$ cat config.mk
export PLATFORM = sky130hd
export DESIGN_NAME = fetch_stream
export DESIGN_NICKNAME = d
export VERILOG_FILES = /design/src/rtl/fetch_stream.sv
export SDC_FILE = /design/constraint.sdc
export NUM_CORES = 1
export LEC_CHECK = 0
export CORE_ASPECT_RATIO = 1.1
export CORE_MARGIN = 10
export CORE_UTILIZATION = 70
export CTS_BUF_LIST = sky130_fd_sc_hd__clkbuf_8
export CTS_CLUSTER_DIAMETER = 50
export CTS_CLUSTER_SIZE = 16
export DETAILED_ROUTE_END_ITERATION = 8
export DONT_BUFFER_PORTS = 1
export GPL_TIMING_DRIVEN = 0
export HOLD_SLACK_MARGIN = 0.03
export PLACE_DENSITY = 0.86
export SYNTH_ARGS = -nofsm -noshare
export SYNTH_HDL_FRONTEND = slang
export SYNTH_SLANG_ARGS = --single-unit
$ cat constraint.sdc
create_clock -name i_clk -period 9.38 [get_ports i_clk]
set_input_delay 0 -clock i_clk [delete_from_list [all_inputs] [get_ports i_clk]]
set_output_delay 0 -clock i_clk [all_outputs]
set_load 0.02 [all_outputs]
$ cat src/rtl/fetch_stream.sv
`default_nettype none
// ============================================================================
// Module   : fetch_stream
// Purpose  : Instruction fetch unit. Assembles instructions from memory beats,
//            most-significant beat first, and queues them with their PCs.
// Revision : 1.0
// ============================================================================
module fetch_stream #(
    parameter int                    MEM_WIDTH  = 8,
    parameter int                    INST_WIDTH = 32,
    parameter int                    ADDR_WIDTH = 32,
    parameter int                    FIFO_DEPTH = 2,
    parameter logic [ADDR_WIDTH-1:0] RESET_PC   = '0
) (
    input  logic                  i_clk,
    input  logic                  i_rst_n,
    input  logic [MEM_WIDTH-1:0]  i_mem_data,
    output logic [ADDR_WIDTH-1:0] o_mem_addr,
    output logic                  o_mem_req,
    output logic                  o_mem_write,
    input  logic                  i_redirect,
    input  logic [ADDR_WIDTH-1:0] i_redirect_pc,
    output logic [INST_WIDTH-1:0] o_inst,
    output logic [ADDR_WIDTH-1:0] o_inst_pc,
    output logic                  o_valid,
    input  logic                  i_ready
);

    localparam int c_beats   = INST_WIDTH / MEM_WIDTH;
    localparam int c_bstep   = MEM_WIDTH / 8;
    localparam int c_beat_w  = (c_beats > 1) ? $clog2(c_beats) : 1;
    localparam int c_ptr_w   = (FIFO_DEPTH > 1) ? $clog2(FIFO_DEPTH) : 1;
    localparam int c_cnt_w   = $clog2(FIFO_DEPTH + 1);
    localparam int c_align_w = $clog2(INST_WIDTH / 8);

    localparam logic [c_beat_w-1:0]   c_last_beat  = c_beat_w'(c_beats - 1);
    localparam logic [ADDR_WIDTH-1:0] c_inst_bytes = ADDR_WIDTH'(INST_WIDTH / 8);
    localparam logic [ADDR_WIDTH-1:0] c_bstep_a    = ADDR_WIDTH'(c_bstep);
    localparam logic [ADDR_WIDTH-1:0] c_align_mask = ~(ADDR_WIDTH'((1 << c_align_w) - 1));
    localparam logic [c_ptr_w-1:0]    c_ptr_last   = c_ptr_w'(FIFO_DEPTH - 1);
    localparam logic [c_cnt_w-1:0]    c_cnt_full   = c_cnt_w'(FIFO_DEPTH);

    logic [ADDR_WIDTH-1:0] r_pc;
    logic [c_beat_w-1:0]   r_beat;
    logic [INST_WIDTH-1:0] r_asm;

    logic [INST_WIDTH-1:0] r_fifo_inst [FIFO_DEPTH];
    logic [ADDR_WIDTH-1:0] r_fifo_pc   [FIFO_DEPTH];
    logic [c_ptr_w-1:0]    r_wr_ptr;
    logic [c_ptr_w-1:0]    r_rd_ptr;
    logic [c_cnt_w-1:0]    r_count;

    logic                  w_last;
    logic                  w_full;
    logic                  w_pop;
    logic                  w_req;
    logic                  w_push;
    logic [INST_WIDTH-1:0] w_merged;
    logic [c_ptr_w-1:0]    w_wr_ptr_nxt;
    logic [c_ptr_w-1:0]    w_rd_ptr_nxt;

    assign w_last = (r_beat == c_last_beat);
    assign w_full = (r_count == c_cnt_full);
    assign w_pop  = (r_count != '0) && i_ready;
    // The last beat may only be taken when its instruction has somewhere to go.
    assign w_req  = i_rst_n && !i_redirect && (!w_last || !w_full || w_pop);
    assign w_push = w_req && w_last;

    assign w_wr_ptr_nxt = (r_wr_ptr == c_ptr_last) ? '0 : r_wr_ptr + 1'b1;
    assign w_rd_ptr_nxt = (r_rd_ptr == c_ptr_last) ? '0 : r_rd_ptr + 1'b1;

    always_comb begin
        w_merged = r_asm;
        for (int b = 0; b < c_beats; b++) begin
            if (r_beat == c_beat_w'(b)) begin
                w_merged[(c_beats - b) * MEM_WIDTH - 1 -: MEM_WIDTH] = i_mem_data;
            end
        end
    end

    always_ff @(posedge i_clk) begin
        if (!i_rst_n) begin
            r_pc     <= RESET_PC;
            r_beat   <= '0;
            r_asm    <= '0;
            r_wr_ptr <= '0;
            r_rd_ptr <= '0;
            r_count  <= '0;
            for (int i = 0; i < FIFO_DEPTH; i++) begin
                r_fifo_inst[i] <= '0;
                r_fifo_pc[i]   <= '0;
            end
        end else if (i_redirect) begin
            r_pc     <= i_redirect_pc & c_align_mask;
            r_beat   <= '0;
            r_wr_ptr <= '0;
            r_rd_ptr <= '0;
            r_count  <= '0;
        end else begin
            if (w_req) begin
                r_asm <= w_merged;
                if (w_last) begin
                    r_beat <= '0;
                    r_pc   <= r_pc + c_inst_bytes;
                end else begin
                    r_beat <= r_beat + 1'b1;
                end
            end
            if (w_push) begin
                r_fifo_inst[r_wr_ptr] <= w_merged;
                r_fifo_pc[r_wr_ptr]   <= r_pc;
                r_wr_ptr              <= w_wr_ptr_nxt;
            end
            if (w_pop) begin
                r_rd_ptr <= w_rd_ptr_nxt;
            end
            if (w_push && !w_pop) begin
                r_count <= r_count + 1'b1;
            end else if (w_pop && !w_push) begin
                r_count <= r_count - 1'b1;
            end
        end
    end

    assign o_mem_addr  = r_pc + (ADDR_WIDTH'(r_beat) * c_bstep_a);
    assign o_mem_req   = w_req;
    assign o_mem_write = 1'b0;
    assign o_inst      = r_fifo_inst[r_rd_ptr];
    assign o_inst_pc   = r_fifo_pc[r_rd_ptr];
    assign o_valid     = (r_count != '0);

endmodule
`default_nettype wire
==> impl_results.md, run 1 <==
- GRT overflow: 0
- Die H: 136.5 microns
- H-tree Lvls: 4
- Seq/Total Area, Yosys: slightly below 60%
- Synth Area in Compound Gates: about 8.1%
- Post-synth ARST share: 0%
- Site Rows: 42
- Fmax: 0.2806 GHz
- Diode count: 0
- Post_cts resized: 0
- Setup-failing EPs final: 0
- Crit path DAT: 3.66 ns
- CP max FO: between 60 and 70
- Dpl hpwl: between 10000 and 15000 microns
- Vias per cell: 6.506
- Post-Syn Instances: 713
- Setup Crit Path Kind: reg2reg
- Setup Fix Bufs, Post-CTS: 0
- Yosys warnings: 0
- Synthesized area: around 8600 sq um
- Post-synth EDFFs: 124
- Met2 WL: 11540 microns
- Final Skew: 0.01971 ns
- Routed met3 length: 2308 microns
- Final setup TNS: 0 ns
- Met1 wire length: 7885 microns
- Worst-Margin Slew: between 0.8 and 0.9 ns
- Critical Path RT: 9.47 ns
- Clk pin slew, worst setup/hold paths: 0.10 ns
- GP Congestion: approximately 0.93
- Num CTS Buffers: 17
- Max_slew headroom: 40.91%
- Post-synthesis simple-gate area fraction: 14.04%
- Total power: 1.643 mW
- DR pass1 iterations: 6
- Tcrit/Tclk final: 37.99%
- DR vias: 6174
- Die area: ~17000 sq um
- Leak Pwr: approximately 3.6 nW
- Top_reg_cell synth: edfxtp_1
- All-Layer GR Usage: 25.71%
- Max_cap viols: 0
- Top routing layer used: met4
- Nets: 832
- Mux contribution to synthesized area: 11.91%
- RSZ-0062 raised after global routing: no
- # DRC: 0
- Fin crit period: between 3 and 4 ns
- Core ar.: 12030 sq um
- Synthesized area per cell: roughly 12 sq um
- Synth Area in Adders: less than 1%
- Die W: 125.9 microns
- Status: finished clean
- Vias in the first global route: 6342
- Avg WL per Cell: 23.80 microns
- Pwr/cell area: 168.8 nW/um^2
- Xor and xnor area share after synthesis: about 2.5%
- Skew-Pair Late Insertion Delay: 0.47 ns
- Pins over their slew limit: 0
- CTS tree: done
- DRC marker count from the first detailed-route iteration: 762
- Global-route wire length before repair: 34730 microns
- Initial Util: 71.75%
- Sink Count: between 150 and 200
- Finished Cell Area: 9734 sq um
- Hold buffers post-CTS: 48
- Count of different cell masters after synthesis: 57
- Crit end category: flip-flop
- Non-filler cells, final: 949
- Fin. Hold Viols: 0
- Startpoint types: flip-flop
- Hold WC Path Type: in2reg
- Largest family of logic cells by synthesized area: simple AND/OR/NAND/NOR gates
- Detailed Route WL: 22590 microns
- ANT nets after route: 0
- Largest net degree at the start of global routing: 63
- CTS Buffer Depth: 2
- Placed cell area: 8850 sq um
- Placed cells: 869
- Initial antenna violation count: 0
- Clock root buffer: clkbuf_8
- Num ports: 143
- VDD IR-drop max: ~100 uV
- Layout Area Growth over Synthesis: 12.74%
- PortBufs: 0
- FF+latch count, synth: 193
- Layout cell share with drive strength beyond 1: roughly 16%
layer usage:
metal	global-route usage, %	vias to the layer above
met3	9.272	70
met1	27.40	3017
met5	0	-
li1	-	2737
met2	44.32	350
met4	12.85	0
where the power goes:
part	internal, mW	total, mW	switching, mW
registers	0.933	0.972	0.0388
clock network	0.234	0.546	0.312
logic	0.0471	0.125	0.0783
total	1.21	1.64	0.429
cell type report:
type	instances	area, sq um
flip-flops and latches	193	5105
multi-input cells	457	3259
fillers	715	2300
repair buffers	48	480.5
plain buffers	57	262.8
clock buffers	19	261.5
well taps	154	192.7
clock inverters	13	142.6
inverters	8	30.03
metrics by stage:
step | setup WS, ns | utilization [%] | hold WS [ns]
floorplan | 5.845 | - | 0.1439
global placement | 4.655 | 73.41 | 0.1486
detailed placement | 5.972 | 73.54 | 0.1659
CTS | 5.922 | 80.89 | 0.03151
global route | 5.652 | 80.89 | 0.03356
finish | 5.817 | 80.89 | 0.04649
worst max-delay path: stages (launching register included):
cell      delay, ns
dfxtp_1        0.58
ha_1           0.22
clkbuf_1       0.29
and3b_1        0.28
nand2_2        0.18
inv_1          0.19
buf_2          0.26
nand2_2        0.19
buf_2          0.29
nand2_4        0.67
final timing paths:
path | slack (ns) | start | endpoint | depth (start not counted)
hold reg to reg | 0.48 | r_asm[7] | r_asm[7] | 1
setup / recovery | 5.82 | r_beat[0] | r_fifo_pc[1][2] | 9
hold / removal | 0.05 | i_mem_data[4] | r_asm[28] | 2
setup reg to reg | 5.82 | r_beat[0] | r_fifo_pc[1][2] | 9
state kept, by name, indices dropped and copies added (netlist names), named ones only:
register and flops:
r_pc 30, r_wr_ptr 1, r_beat 2, r_count 2, r_rd_ptr 1, r_fifo_inst 64
r_asm 32, r_fifo_pc 60
cell usage after synthesis, types with 2 or more instances:
cell type      count  area [sq um]
xor2_1             8         70.07
nand2_2            4         25.02
a211oi_1           4         30.03
nor4_4             2         42.54
nor2b_1            2         12.51
and4_1             2         17.52
and3_1            31         193.9
mux2i_1           33         330.3
edfxtp_1         124          3724
xnor2_1           17         148.9
buf_2             11         55.05
a21oi_1           31         155.2
nand4_1            7         43.79
clkbuf_1          29         108.9
buf_4              3         22.52
a311oi_1           2         17.52
nand3_1            9         45.04
nor4_2             2         25.02
ha_1               6         75.07
nand2_1           18         67.56
o21ai_1            5         25.02
nand4_2            2         25.02
inv_1              8         30.03
buf_1              9         33.78
nor3_1             9         45.04
mux2_2            62         698.2
a22o_1            28         245.2
nor2_1            83         311.6
dfxtp_1           69          1381
nor4_1             6         37.54
a32o_1             4         40.04
dlygate4sd1_1      3         26.28
and2_2             2         15.01
o21ai_0           27         135.1
and2_1            29         181.4
cells in the final DEF, fill, tap and decap left out, drive strengths merged, types with 31 or more instances in the layout:
cell / instances
mux2i: 33
nor2: 83
a21oi: 31
o21ai: 32
and2: 31
dfxtp: 69
dlygate4sd3: 48
clkbuf: 49
edfxtp: 124
and3: 32
mux2: 62
cells by family (layout without fill, tap and decap cells):
group	count (synthesis)	count (layout)
and+or+nand+nor	221	221
adders and majority gates	6	6
DFF	193	193
AOI/OAI and AO/OA	107	107
buffers and inverters	65	145
xor gates and xnor gates	25	25
muxes	95	95
other	1	3
Note: power is estimated with default switching activity, not from simulation.
==> run 2, diff against run 1 <==
ABC_AREA = 1   (was unset)
CORE_UTILIZATION = 60   (was 70)
PLACE_DENSITY = 0.79   (was 0.86)
clock period = 3.04 ns   (was 9.38 ns; I/O delays follow)
==> impl_results.md, run 2 <==
- Fin crit period: 2.953 ns
- Critical Path RT: 3.43 ns
- All-Layer GR Usage: 23.06%
- Post-place setup slack: 0.06908 ns
- FILL cells: approximately 1100
- Sink Count: ~190
- Placed cell area: roughly 9300 sq um
- Total power: 5.129 mW
- CP max FO: 6
- Crit path DAT: 3.34 ns
- Die area: 20330 sq um
- Count of different cell masters after synthesis: 36
- VDD IR-drop max: approximately 280 uV
- DRC marker count from the first detailed-route iteration: 666
- Site Rows: 46
- Total internal power: 3.777 mW
- Detailed Route WL: 22980 microns
- Die H: approximately 150 microns
- Clock power share: 33.6%
- Commonest non-fill, non-tap cell in the layout: nor2_1
- Largest register FFs: 64
- Status: finished clean
- Layout Area Growth over Synthesis: 13.01%
- Vias in the first global route: ~6900
- Count leader, synth: nor2_1
- DR vias: 7021
- Clk pin slew, worst setup/hold paths: between 0.1 and 0.15 ns
- Initial Util: 61.90%
- Die W: 136.9 microns
- Crit end category: flip-flop
- Crit path buffers/inverters: 4
- Nets: around 1100
- Switch share: 26.36%
- Startpoint types: flip-flop
- NetSw: 1.352 mW
- Slowest CP cell: dlygate4sd3_1
- CTS Buffer Depth: 2
- Non-filler cells, final: roughly 1200
- Setup-failing EPs final: 0
- Final Skew: 0.01397 ns
- Crit-path max cell delay: around 0.58 ns
- DR pass1 iterations: 5
- Top cells by area, synth: edfxtp_1 41%, dfxtp_1 15%, nor2_1 8.3%
- Final worst slack: 0.08683 ns
- Skew-Pair Late Insertion Delay: 0.48 ns
- RSZ-0062 raised after global routing: no
- Reg with most FFs: r_fifo_inst
- Setup Crit Path Kind: reg2reg
- Cell accounting for the most synthesized area: edfxtp_1
- Dpl hpwl: 15880 microns
- GRT overflow: 0
- Synth top area share: a little over 40%
- Placed cells: approximately 1200
- FF+latch count, synth: 193
- Vias per cell: 5.694
- Post-synth ARST share: 0%
- PortBufs: 0
- Yosys warnings: 0
- Synthesized area per cell: 9.409 sq um
- Clock root buffer: clkbuf_8
- Tcrit/Tclk final: 97.14%
- Num ports: 143
- Max_slew headroom: 64.93%
- CTS tree: done
- Post-Syn Instances: 958
- Synth cell count leaders: 200 x nor2_1, 165 x nand2_1, 124 x edfxtp_1, 80 x o21ai_0
- Most frequent cell on the critical path: dlygate4sd3_1
- Top_reg_cell synth: edfxtp_1
- Leak Pwr: between 3 and 4 nW
- Largest net degree at the start of global routing: 63
- ANT nets after route: 0
- Final setup TNS: 0 ns
- Crit-path cells: inv_2 > nor2_2 > nand2_2 > xor2_1 > o21ai_0 > dlygate4sd3_1 > o21bai_1 > dlygate4sd3_1 > inv_1
- Layout cell share with drive strength beyond 1: 15.18%
- Fin. Hold Viols: 0
- Max_cap viols: 0
- Finished Cell Area: 10190 sq um
- GP Congestion: 0.9746
- Synthesized area: 9014 sq um
- Hold WC Path Type: in2reg
- Pins over their slew limit: 0
- Most frequent cells in the layout: 200 x nor2_1, 163 x nand2_1, 124 x edfxtp_1, 80 x o21ai_0
- Gate power share: 8.3%
- Core ar.: 14560 sq um
- Setup Fix Bufs, Post-CTS: 0
- Pwr/cell area: 503.5 nW/um^2
- Avg WL per Cell: 18.63 microns
- Top Registers: r_fifo_inst: 64 flops, r_fifo_pc: 60 flops, r_asm: 32 flops
- Seq/Total Area, Yosys: 56.64%
- Num CTS Buffers: 17
- Fmax: 0.3386 GHz
- CP top delay family: buffers and inverters
- Diode count: 0
- Post-synth EDFFs: 124
- Initial antenna violation count: 0
- H-tree Lvls: 4
- Sequential power share: about 58%
- # DRC: 0
- Global-route wire length before repair: 36690 microns
- Worst-Margin Slew: 0.5254 ns
## run 2: changes by cell type after synthesis, moves of 17 or more
cell      delta
o21ai_0     +53
and3_1      -31
nand3_1     +60
xnor2_1     -17
nor2_1     +117
nand2_1    +147
mux2i_1     -33
and2_1      -28
buf_2       +18
a22o_1      -28
clkbuf_1    -20
inv_1       +52
## run 2: worst reg2reg max path, delay by kind of cell, from the launching register on
family	cells	cell delay [ns]
AO/OA/AOI/OAI	2	0.24
flip-flops	1	0.57
AND/OR/NAND/NOR	2	0.50
buffers and inverters	4	1.34
XOR/XNOR	1	0.20
## run 2: power groups by stage
stage,Sequential (mW),Combinational (mW),Clock (mW)
floorplan,3.01,0.277,0
global placement,3.03,0.356,0
detailed placement,3.04,0.364,0
CTS,2.98,0.417,1.73
global route,2.99,0.468,1.83
finish,2.98,0.427,1.73
## run 2: layer usage
metal	vias up	track usage, %	wire, microns
met5	-	0	0
met2	349	38.84	11600
met1	3273	25.96	8394
li1	3338	-	-
met3	61	7.716	2306
met4	0	10.13	671
## run 2: logic make-up (layout without fill, tap and decap cells)
logic type,Yosys count,in the layout,share of synthesized area [%]
AO/OA/AOI/OAI,114,114,6.552
adder cells (fa/ha/maj),6,6,0.8328
multiplexers,62,62,7.746
AND/OR/NAND/NOR,457,457,21.25
other,1,3,0.04160
buffers and inverters,119,200,6.358
flip-flops,193,193,56.64
XOR/XNOR,6,6,0.5830
## run 2: final timing paths
| check | start | end | slack (ns) | cells after the start |
|---|---|---|---|---|
| worst min-delay path | i_redirect_pc[8] | r_pc[8] | 0.26 | 3 |
| worst max-delay path | r_pc[2] | r_pc[9] | 0.09 | 9 |
| worst max register to register | r_pc[2] | r_pc[9] | 0.09 | 9 |
| worst min register to register | r_wr_ptr | r_wr_ptr | 0.48 | 2 |
## run 2: area by class of cell
class                           instances  area [sq um]  share of cell area (%)
Sequential cell                       193          5105                   50.12
Multi-Input combinational cell        648          3376                   33.14
Timing Repair Buffer                   49         490.5                   4.815
Buffer                                 53         320.3                   3.145
Inverter                               66         252.7                   2.481
Tap cell                              192         240.2                   2.358
Clock buffer                           17         234.0                   2.297
Clock inverter                         15         167.7                   1.646
## run 2: timing repair
item,CTS,global route
gates resized for setup,0,2
endpoints found under the setup margin,0,124
hold buffers,49,0
hold endpoints to repair,70,0
## run 2: metrics by stage
stage          util [%]  hold slack [ns]
6_report          69.95           0.2609
5_1_grt           69.95           0.2837
4_1_cts           69.83           0.2256
3_5_place_dp      63.71           0.1805
3_3_place_gp      63.64           0.1723
2_1_floorplan         -           0.1625
==> run 3, diff against run 2 <==
ABC_AREA = unset   (was 1)
CORE_UTILIZATION = 45   (was 60)
PLACE_DENSITY = unset   (was 0.79)
==> impl_results.md, run 3 (synthesized netlist as in run 1, its figures left out) <==
- Most frequent cells in the layout: 124 x edfxtp_1, 83 x nor2_1, 67 x dfxtp_1, 62 x mux2_2, 53 x dlygate4sd3_1
- Layout Area Growth over Synthesis: 15.17%
- DRC marker count from the first detailed-route iteration: roughly 350
- Dpl hpwl: ~16000 microns
- Sequential power share: 59.7%
- Die area: 25140 sq um
- Clock power share: around a third
- Vias in the first global route: a little over 6000
- H-tree Lvls: 4
- Critical Path RT: 3.20 ns
- CTS Buffer Depth: 2
- Total internal power: 3.670 mW
- Crit end category: flip-flop
- NetSw: 1.345 mW
- Final Skew: 0.01738 ns
- Die W: 152.1 microns
- All-Layer GR Usage: 17.85%
- Skew-Pair Late Insertion Delay: between 0.4 and 0.5 ns
- Fmax: 0.3531 GHz
- Hold WC Path Type: in2reg
- Clock root buffer: clkbuf_8
- Placed cell area: 8966 sq um
- Pwr/cell area: 504.3 nW/um^2
- Startpoint types: flip-flop
- Reg with most FFs: r_fifo_inst
- Layout cell share with drive strength beyond 1: 16.83%
- Avg WL per Cell: around 22 microns
- Sink Count: 193
- Largest register FFs: 64
- Nets: about 840
- Pins over their slew limit: 0
- Fin crit period: 2.832 ns
- Largest net degree at the start of global routing: 63
- CP max FO: 15
- Finished Cell Area: 9945 sq um
- Num ports: 143
- GP Congestion: 0.8644
- Max_cap viols: 0
- GRT overflow: 0
- Worst-Margin Slew: 1.241 ns
- Crit path DAT: 2.99 ns
- Setup-failing EPs final: 0
- Vias per cell: 5.573
- Leak Pwr: around 3.6 nW
- VDD IR-drop max: 254.1 uV
- Total power: 5.015 mW
- DR vias: about 5800
- Site Rows: 53
- Core ar.: 18970 sq um
- Detailed Route WL: 22910 microns
- Die H: 165.3 microns
- Tcrit/Tclk final: between 90% and 100%
- Switch share: 26.82%
- PortBufs: 0
- DR pass1 iterations: 5
- Status: finished clean
- CTS tree: done
- Clk pin slew, worst setup/hold paths: 0.10 ns
- Max_slew headroom: 17.24%
- ANT nets after route: 0
- Min Hold Slack: 0.05835 ns
- Top Registers: r_fifo_inst: 64 flops, r_fifo_pc: 60 flops, r_asm: 32 flops
- Commonest non-fill, non-tap cell in the layout: edfxtp_1
- Initial Util: 45.53%
- Setup Crit Path Kind: reg2reg
- Diode count: 0
- Global-route wire length before repair: roughly 35000 microns
- Final setup TNS: 0 ns
- Num CTS Buffers: 17
- Gate power share: 7.9%
- # DRC: 0
- FILL cells: 1709
- RSZ-0062 raised after global routing: no
- Fin. Hold Viols: 0
- Initial antenna violation count: 0
-- run 3: changes by cell type in the layout (fill, tap and decap cells not counted), moves of 28 or more --
cell,previous run,this run
inv_1,60,8
mux2i_1,0,33
nand2_1,163,16
and3_1,0,31
nand3_1,69,9
nor2_1,200,83
and2_1,1,29
o21ai_0,80,27
a22o_1,0,28
-- run 3: path summary, 6_finish.rpt --
path,slack [ns],endpoint,start,depth (start not counted)
min reg2reg,0.48,r_asm[31],r_asm[31],1
max,0.21,r_fifo_pc[1][11],r_beat[1],8
max reg2reg,0.21,r_fifo_pc[1][11],r_beat[1],8
min,0.06,r_asm[15],i_mem_data[7],2
-- run 3: repair_timing --
action,CTS,global route
gates resized for setup,5,3
hold buffers,53,0
endpoints found under the setup margin,125,126
hold endpoints to repair,44,0
gates cloned,1,2
setup buffers,0,0
-- run 3: metal layers --
metal	vias to the layer above	GRT usage [%]	share of wire [%]
li1	2760	-	-
met4	0	5.954	1.9
met2	188	30.92	50
met3	28	5.750	7.0
met1	2870	20.55	41
met5	-	0	0
-- run 3: cell type report --
cell class	count	area [sq um]	share of cell area (%)
Tap cell	247	309.0	3.108
Clock buffer	19	261.5	2.630
Sequential cell	193	5107	51.36
Multi-Input combinational cell	460	3331	33.49
Timing Repair Buffer	53	530.5	5.335
Clock inverter	13	113.9	1.145
Inverter	8	30.03	0.3020
Buffer	56	261.5	2.630
-- run 3: per-stage QoR --
stage / util (%) / instances / worst slack (ns)
after CTS: 52.26 / 1048 / 0.03274
after global placement: 47.22 / 962 / -0.9087
after floorplan: - / 715 / 0.09547
final: 52.43 / 1049 / 0.2080
after global routing: 52.43 / 1049 / 0.04652
after detailed placement: 47.28 / 962 / -0.5256
-- run 3: worst max-delay path: stages (launching register included) --
cell      delay (ns)
dfxtp_2         0.46
ha_2            0.33
and3b_1         0.24
nand2_2         0.16
inv_1           0.17
buf_2           0.26
nand2_2         0.20
clkbuf_4        0.38
nand2_4         0.31
-- run 3: power by group through the flow --
| stage | logic (mW) | registers, mW | clock network (mW) |
|---|---|---|---|
| after floorplan | 0.251 | 3.02 | 0 |
| after global placement | 0.316 | 3.05 | 0 |
| after detailed placement | 0.325 | 3.05 | 0 |
| after CTS | 0.392 | 2.99 | 1.65 |
| after global routing | 0.428 | 3.01 | 1.78 |
| final | 0.395 | 2.99 | 1.63 |
